--- config.mk ---
export PLATFORM = sky130hd
export DESIGN_NAME = byte_seq_source
export DESIGN_NICKNAME = d
export VERILOG_FILES = /design/src/rtl/byte_seq_source.sv
export SDC_FILE = /design/constraint.sdc
export NUM_CORES = 1
export LEC_CHECK = 0
export ABC_AREA = 1
export CAP_MARGIN = 10
export CORE_MARGIN = 2
export CORE_UTILIZATION = 55
export DETAILED_ROUTE_END_ITERATION = 10
export DONT_BUFFER_PORTS = 1
export PLACE_DENSITY_LB_ADDON = 0.12
export SYNTH_ARGS = -nofsm -noshare
export SYNTH_HDL_FRONTEND = slang
export SYNTH_SLANG_ARGS = --single-unit
--- constraint.sdc ---
create_clock -name clk -period 2 [get_ports clk]
set_input_delay 0 -clock clk [delete_from_list [all_inputs] [get_ports clk]]
set_output_delay 0 -clock clk [all_outputs]
set_load 0.1 [all_outputs]
--- src/rtl/byte_seq_source.sv ---
// Byte-burst source for the max-finder: buffers bytes, sends them as a framed burst,
// then waits for done_in and checks the receiver's max against a locally tracked max.
module byte_seq_source #(
    parameter int DEPTH   = 16,
    parameter int TIMEOUT = 15
) (
    input  logic                       clk,
    input  logic                       reset,
    input  logic                       wr_en,
    input  logic [7:0]                 wr_data,
    input  logic                       send,
    output logic                       full,
    output logic [$clog2(DEPTH+1)-1:0] count,
    output logic                       busy,
    output logic                       start,
    output logic [7:0]                 data_out,
    input  logic                       done_in,
    input  logic [7:0]                 max_in,
    output logic [7:0]                 exp_max,
    output logic                       result_valid,
    output logic                       result_ok,
    output logic                       timeout_err
);
    localparam int CW = $clog2(DEPTH+1);
    localparam int AW = $clog2(DEPTH);
    localparam int TW = (TIMEOUT < 2) ? 1 : $clog2(TIMEOUT);

    localparam logic [3:0] S_IDLE   = 4'b0001;
    localparam logic [3:0] S_SEND   = 4'b0010;
    localparam logic [3:0] S_WAIT   = 4'b0100;
    localparam logic [3:0] S_REPORT = 4'b1000;

    logic [3:0]    state;
    logic [7:0]    mem [DEPTH];
    logic [AW-1:0] wr_ptr;
    logic [CW-1:0] len;
    logic [CW-1:0] idx;
    logic [TW-1:0] tcnt;
    logic          wr_ok;
    logic          go;

    assign wr_ok = (state == S_IDLE) && wr_en && !full;
    // A write accepted in the same cycle as send makes an empty buffer sendable.
    assign go    = (state == S_IDLE) && send && ((count != '0) || wr_ok);

    always_ff @(posedge clk) begin
        if (wr_ok)
            mem[wr_ptr] <= wr_data;
    end

    always_ff @(posedge clk or posedge reset) begin
        if (reset) begin
            state        <= S_IDLE;
            wr_ptr       <= '0;
            count        <= '0;
            full         <= 1'b0;
            exp_max      <= 8'd0;
            len          <= '0;
            idx          <= '0;
            tcnt         <= '0;
            busy         <= 1'b0;
            start        <= 1'b0;
            data_out     <= 8'd0;
            result_valid <= 1'b0;
            result_ok    <= 1'b0;
            timeout_err  <= 1'b0;
        end else begin
            result_valid <= 1'b0;
            case (state)
                S_IDLE: begin
                    if (wr_ok) begin
                        wr_ptr <= wr_ptr + 1'b1;
                        count  <= count + 1'b1;
                        full   <= (count == CW'(DEPTH-1));
                        if (wr_data > exp_max)
                            exp_max <= wr_data;
                    end
                    if (go) begin
                        state    <= S_SEND;
                        busy     <= 1'b1;
                        start    <= 1'b1;
                        // Entry 0 is still being written when the buffer was empty.
                        data_out <= (count == '0) ? wr_data : mem[0];
                        len      <= count + CW'(wr_ok);
                        idx      <= CW'(1);
                    end
                end
                S_SEND: begin
                    if (idx == len) begin
                        start    <= 1'b0;
                        data_out <= 8'd0;
                        tcnt     <= '0;
                        state    <= S_WAIT;
                    end else begin
                        data_out <= mem[idx[AW-1:0]];
                        idx      <= idx + 1'b1;
                    end
                end
                S_WAIT: begin
                    if (done_in) begin
                        state        <= S_REPORT;
                        result_valid <= 1'b1;
                        result_ok    <= (max_in == exp_max);
                        timeout_err  <= 1'b0;
                    end else if (tcnt == TW'(TIMEOUT-1)) begin
                        state        <= S_REPORT;
                        result_valid <= 1'b1;
                        result_ok    <= 1'b0;
                        timeout_err  <= 1'b1;
                    end else begin
                        tcnt <= tcnt + 1'b1;
                    end
                end
                S_REPORT: begin
                    state   <= S_IDLE;
                    busy    <= 1'b0;
                    wr_ptr  <= '0;
                    count   <= '0;
                    full    <= 1'b0;
                    exp_max <= 8'd0;
                end
                default: begin
                    state    <= S_IDLE;
                    busy     <= 1'b0;
                    start    <= 1'b0;
                    data_out <= 8'd0;
                end
            endcase
        end
    end
endmodule

* After elaboration in Yosys (flattened, before gate mapping) *
Memory sizes are Yosys's and may differ from the RTL's.
Cells that the tools add are included.

word-level totals
  flip-flop bits (word level) = 49
  memory bits (writable) = 128
  bits of input ports = 21
  output and inout bits = 27
  logic and storage cells = 101
  memories kept = 1

memory list
  memory  words  width  rd ports  clocked after Yosys merged registers in  write ports  line  source
  mem     16     8      2         0                                        1            34    logic [7:0] mem [DEPTH];

cells by class
  add/subtract/negate cells = 5
  magnitude comparators = 1
  equality and inequality tests = 16
  multiplexer cells = 38
  bitwise operators = 2
  reduce and logical (&&, ||, !) cells = 24

operator list
  operator                                       number
  two-way mux 8 bit                              5
  two-way mux 4 bit                              8
  one-hot mux 8 bit (3 select lines)             1
  one-hot mux 5 bit (2 select lines)             2
  one-hot mux 4 bit (2 select lines)             2
  one-hot mux 8 bit (2 select lines)             1
  two-way mux 5 bit                              3
  two-way mux 1 bit                              12
  inequality test 2 bit, second input constant   6
  one-hot mux 4 bit (3 select lines)             1
  AND reduction 3 bit                            4
  adder 5 x 1 -> 5 bit, second input constant    2
  AND reduction 2 bit                            5
  adder 4 x 1 -> 4 bit, second input constant    2
  == test 4 bit, second input constant           2
  == test 8 bit                                  1
  greater-than comparator 8 bit                  1
  nonzero test 2 bit                             4
  adder 5 x 1 -> 5 bit                           1
  == test 5 x 4 -> 1 bit, second input constant  1
  == test 5 bit                                  1
  zero test 5 bit                                1
  nonzero test 5 bit                             1
  == test 4 x 1 -> 1 bit, second input constant  1
  other kinds (12)                               18

* Logic depth before layout (Yosys ltp) *
  depth in word-level cells = 7
  mapped depth = 14
  mapped depth without buffers = 14

* Worst setup path after synthesis *
OpenSTA, ideal clock, no wires.

  path type = flip-flop to flip-flop
  from = register count[0]
  to = register busy
  setup time = 0.082 ns
  arrival time = 2.189 ns
  required time = 1.918 ns
  slack = -0.271 ns
  stages on the path, launching flop included = 11
  buffers on the path = 1
  period minus slack after synthesis = 2.271 ns
  cells stage by stage = dfrtp_1 > inv_1 > ha_1 > inv_1 > nor2_4 > nand2_4 > o21ai_4 > nor2_2 > buf_4 > nor2_1 > a31oi_1

on the way
  cells in the longest elaborated chain, start to end = 5

RTL lines
  item                             line  source
  from (decl)                      13    output logic [$clog2(DEPTH+1)-1:0] count,
  from (signal assigned)           73    count <= count + 1'b1;
  nonzero test 5 bit               44    assign go = (state == S_IDLE) && send && ((count != '0) || wr_ok);
  logical OR 1 bit                 44
  logical AND 1 bit                44
  inequality test 2 bit (no line)  --
  AND reduction 2 bit (no line)    --
  to (signal assigned)             61    busy <= 1'b0;
  to (signal assigned)             80    busy <= 1'b1;
  to (signal assigned)             116   busy <= 1'b0;
  to (decl)                        14    output logic busy,

Every way passes these cells.
A chain may end at the register's enable or synchronous reset.

* Worst setup path after layout *
  from = register state[1]
  to = register result_ok

on the way
  cells in the longest elaborated chain, start to end = 2

RTL lines
  item                           line  source
  from (decl)                    33    logic [3:0] state;
  from (signal assigned)         53    state <= S_IDLE;
  from (signal assigned)         79    state <= S_SEND;
  from (signal assigned)         93    state <= S_WAIT;
  == test 4 x 3 -> 1 bit         69    case (state)
  AND reduction 2 bit (no line)  --
  to (signal assigned)           103   result_ok <= (max_in == exp_max);
  to (decl)                      21    output logic result_ok,

Every way passes these cells.

==> results_dict.tcl <==
set metrics [dict create \
    run_status "finished clean" \
    setup_violations 0 \
    ioPinCount 48 \
    grt_pass1_wl_um 32420 \
    hpwl_um 13240 \
    critPathKind "register to register" \
    diodes 0 \
    io_buffer_count 0 \
    die_height_um 125.1 \
    ir_drop_mv 0.6572 \
    dp.cells 1010 \
    numCtsBuffers 17 \
    synth-compound-area-share_pct 3.303 \
    p_leak_nw 3.972 \
    skew_ns 0.01062 \
    clk_latency_ns 0.44 \
    yosysMostFrequentCell "nand2_1" \
    synth_area_leader_cell "edfxtp_1" \
    die_x_um 125.1 \
    yosys.area_share.adder_pct 3.102 \
    cp-end-kind "register" \
    cts_tree "built" \
    yosysUniqueCellTypes 34 \
    start_util_pct 55.93 \
    synth_xor_area_share_pct 1.628 \
    nNetsFinal 907 \
    num_rows 44 \
    synth_top_family_by_area "simple AND/OR/NAND/NOR gates" \
    antenna_found_initial 0 \
    synth_area_per_cell_um2 10.15 \
    cp_max_fo 8 \
    h-tree-depth 4 \
    seq_area_frac_synth_pct 62.86 \
    slew_headroom_pct 35.87 \
    vias_per_cell 5.622 \
    fin_hold_ws_ns 0.1271 \
    worst_setup_path_start_kind "register" \
    ant_nets 0 \
    synthTopCellsByCount "nand2_1, nand3_1, edfxtp_1, nor2_1, dfrtp_1" \
    routedWlPerCell_um 19.12 \
    maxCapViolCount 0 \
    clk_pin_slew_ns 0.07 \
    clockBufferDepth 2 \
    synth-edff-count 128 \
    yosys_warnings 0 \
    overflow 0 \
    ys.flop_type "edfxtp_1" \
    synth_area_leaders "edfxtp_1, dfrtp_1, nand2_1" \
    post_cts_buffers 0 \
    place_area_mm2 0.008643 \
    timing_worst_slew_pin_value_ns 0.9587 \
    max_freq_mhz 518.8 \
    fp.coreArea_mm2 0.01442 \
    cts_sinks 177 \
    period_needed_ns 1.927 \
    areaGrowthSynthToFinish_pct 17.51 \
    crit_slowest_cell "dlygate4sd3_1" \
    synthArstFlopShare_pct 27.68 \
    crit_path_cell_trace "nor2_1 -> nand2_1 -> nor4_1 -> dlygate4sd3_1 -> nand3_1 -> nand2_1" \
    cpMostUsedCell "nand2_1" \
    utilization_pct 65.73 \
    synth_nets 836 \
    cp.required_ns 2.38 \
    gp_congestion 0.8918 \
    synthCells 795 \
    syn_area_mm2 0.008068 \
    grt_max_degree 67 \
    drt-total-wl_um 20330 \
    die-area_mm2 0.01565 \
    synthSimpleGateAreaFrac_pct 24.57 \
    arrival_ns 2.31 \
    critPathBufInv 1 \
    slew_viol_final 0 \
    fin_cells 1063 \
    clockRootBuffer "clkbuf_16" \
    power.density_mw_per_mm2 795.1 \
    ys_ff_latch 177 \
    rsz0062_at_grt "yes" \
    crit_family "simple AND/OR/NAND/NOR gates" \
    synth_top_area_share_pct 47.64 \
    hold_violations 0 \
    synth_mux_area_share_pct 0 \
    drc 0 \
    vias 5976 \
    layout-drive-gt1-share_pct 14.56 \
    drtIter0Drc 561 \
    max_stage_delay_ns 0.60 \
    grt_pass1_vias 6074 \
    hp-class "input port to async pin" \
    finalCritPeriodShare_pct 96.37 \
    design_area_mm2 0.009480 \
    firstDrtPassIters 5 \
    grt_use_total_pct 27.05 \
]
==> cell type report <==
cell class / count / area, um^2
tap: 184 / 230.2
fill: 1108 / 4943
multi-input combinational: 535 / 2643
inverter: 53 / 198.9
clock buffer: 17 / 425.4
clock inverter: 15 / 181.4
sequential: 177 / 5089
timing repair buffer: 82 / 713.2
==> repair_timing <==
action	CTS	global route
endpoints found under the hold margin	189	0
gates resized for setup	0	6
setup endpoints to repair	0	52
hold buffers	21	0
==> where the power goes <==
group | internal [W] | leakage [nW] | switching (W)
logic | 0.0000567 | 1.89 | 0.000127
clock network | 0.00198 | 0.293 | 0.00143
registers | 0.00394 | 1.79 | 0.000000588
total | 0.00598 | 3.97 | 0.00156
==> cells by family after synthesis <==
group	Yosys count
flip-flops	177
AND/OR/NAND/NOR	450
AO/OA/AOI/OAI	50
adder cells (fa/ha/maj)	20
buffers and inverters	83
XOR/XNOR	15
==> metrics by stage <==
stage | worst slack (ns) | TNS [ns] | power [W]
finish | 0.07259 | 0 | 0.007538
global route | -0.05383 | -0.09138 | 0.007746
CTS | 0.05618 | 0 | 0.007569
detailed placement | 0.06355 | 0 | 0.004110
global placement | 0.1395 | 0 | 0.004105
floorplan | 0.002213 | 0 | 0.004087
==> worst paths after layout <==
| path | from | end | slack (ns) | cells past startpoint |
|---|---|---|---|---|
| min | reset | count[0]$_DFFE_PP0P_ | 0.13 | 2 |
| max in group asynchronous | reset | data_out[2]$_DFFE_PP0P_ | 1.24 | 3 |
| min reg2reg | timeout_err$_DFFE_PP0P_ | timeout_err$_DFFE_PP0P_ | 0.49 | 2 |
| max | state[1]$_DFFE_PP0P_ | result_ok$_DFFE_PP0P_ | 0.07 | 6 |
| min in group clk | done_in | timeout_err$_DFFE_PP0P_ | 0.25 | 2 |
| max reg2reg | state[1]$_DFFE_PP0P_ | result_ok$_DFFE_PP0P_ | 0.07 | 6 |
==> registers in the layout, summed over array words and instances (netlist names) <==
| register | flops |
|---|---|
| count | 5 |
| busy | 1 |
| full | 1 |
| len | 5 |
| exp_max | 8 |
| result_valid | 1 |
| wr_ptr | 4 |
| start | 1 |
| tcnt | 4 |
| result_ok | 1 |
| state | 4 |
| timeout_err | 1 |
| idx | 5 |
| mem | 128 |
| data_out | 8 |
==> cell usage in the layout (no fill, tap or decap), types with 9 or more instances in the layout <==
cell	synthesis	final
nand2_1	232	232
dlygate4sd3_1	0	21
xor2_1	14	14
nor2_1	50	49
a21oi_1	25	25
nand3_1	142	142
clkbuf_16	0	17
inv_2	8	9
inv_1	45	44
o21ai_0	9	9
dfrtp_1	48	36
buf_4	8	56
edfxtp_1	128	128
o21ai_1	12	12
ha_1	20	18
dfrtp_2	0	11
==> per-layer routing <==
layer,GRT usage (%),wire (um),vias up
met2,42.30,9526,218
met5,0,0,-
met1,38.06,9019,2884
met4,8.693,476,0
met3,6.247,1307,40
li1,-,-,2834
Note: power is estimated with default switching activity, not from simulation.
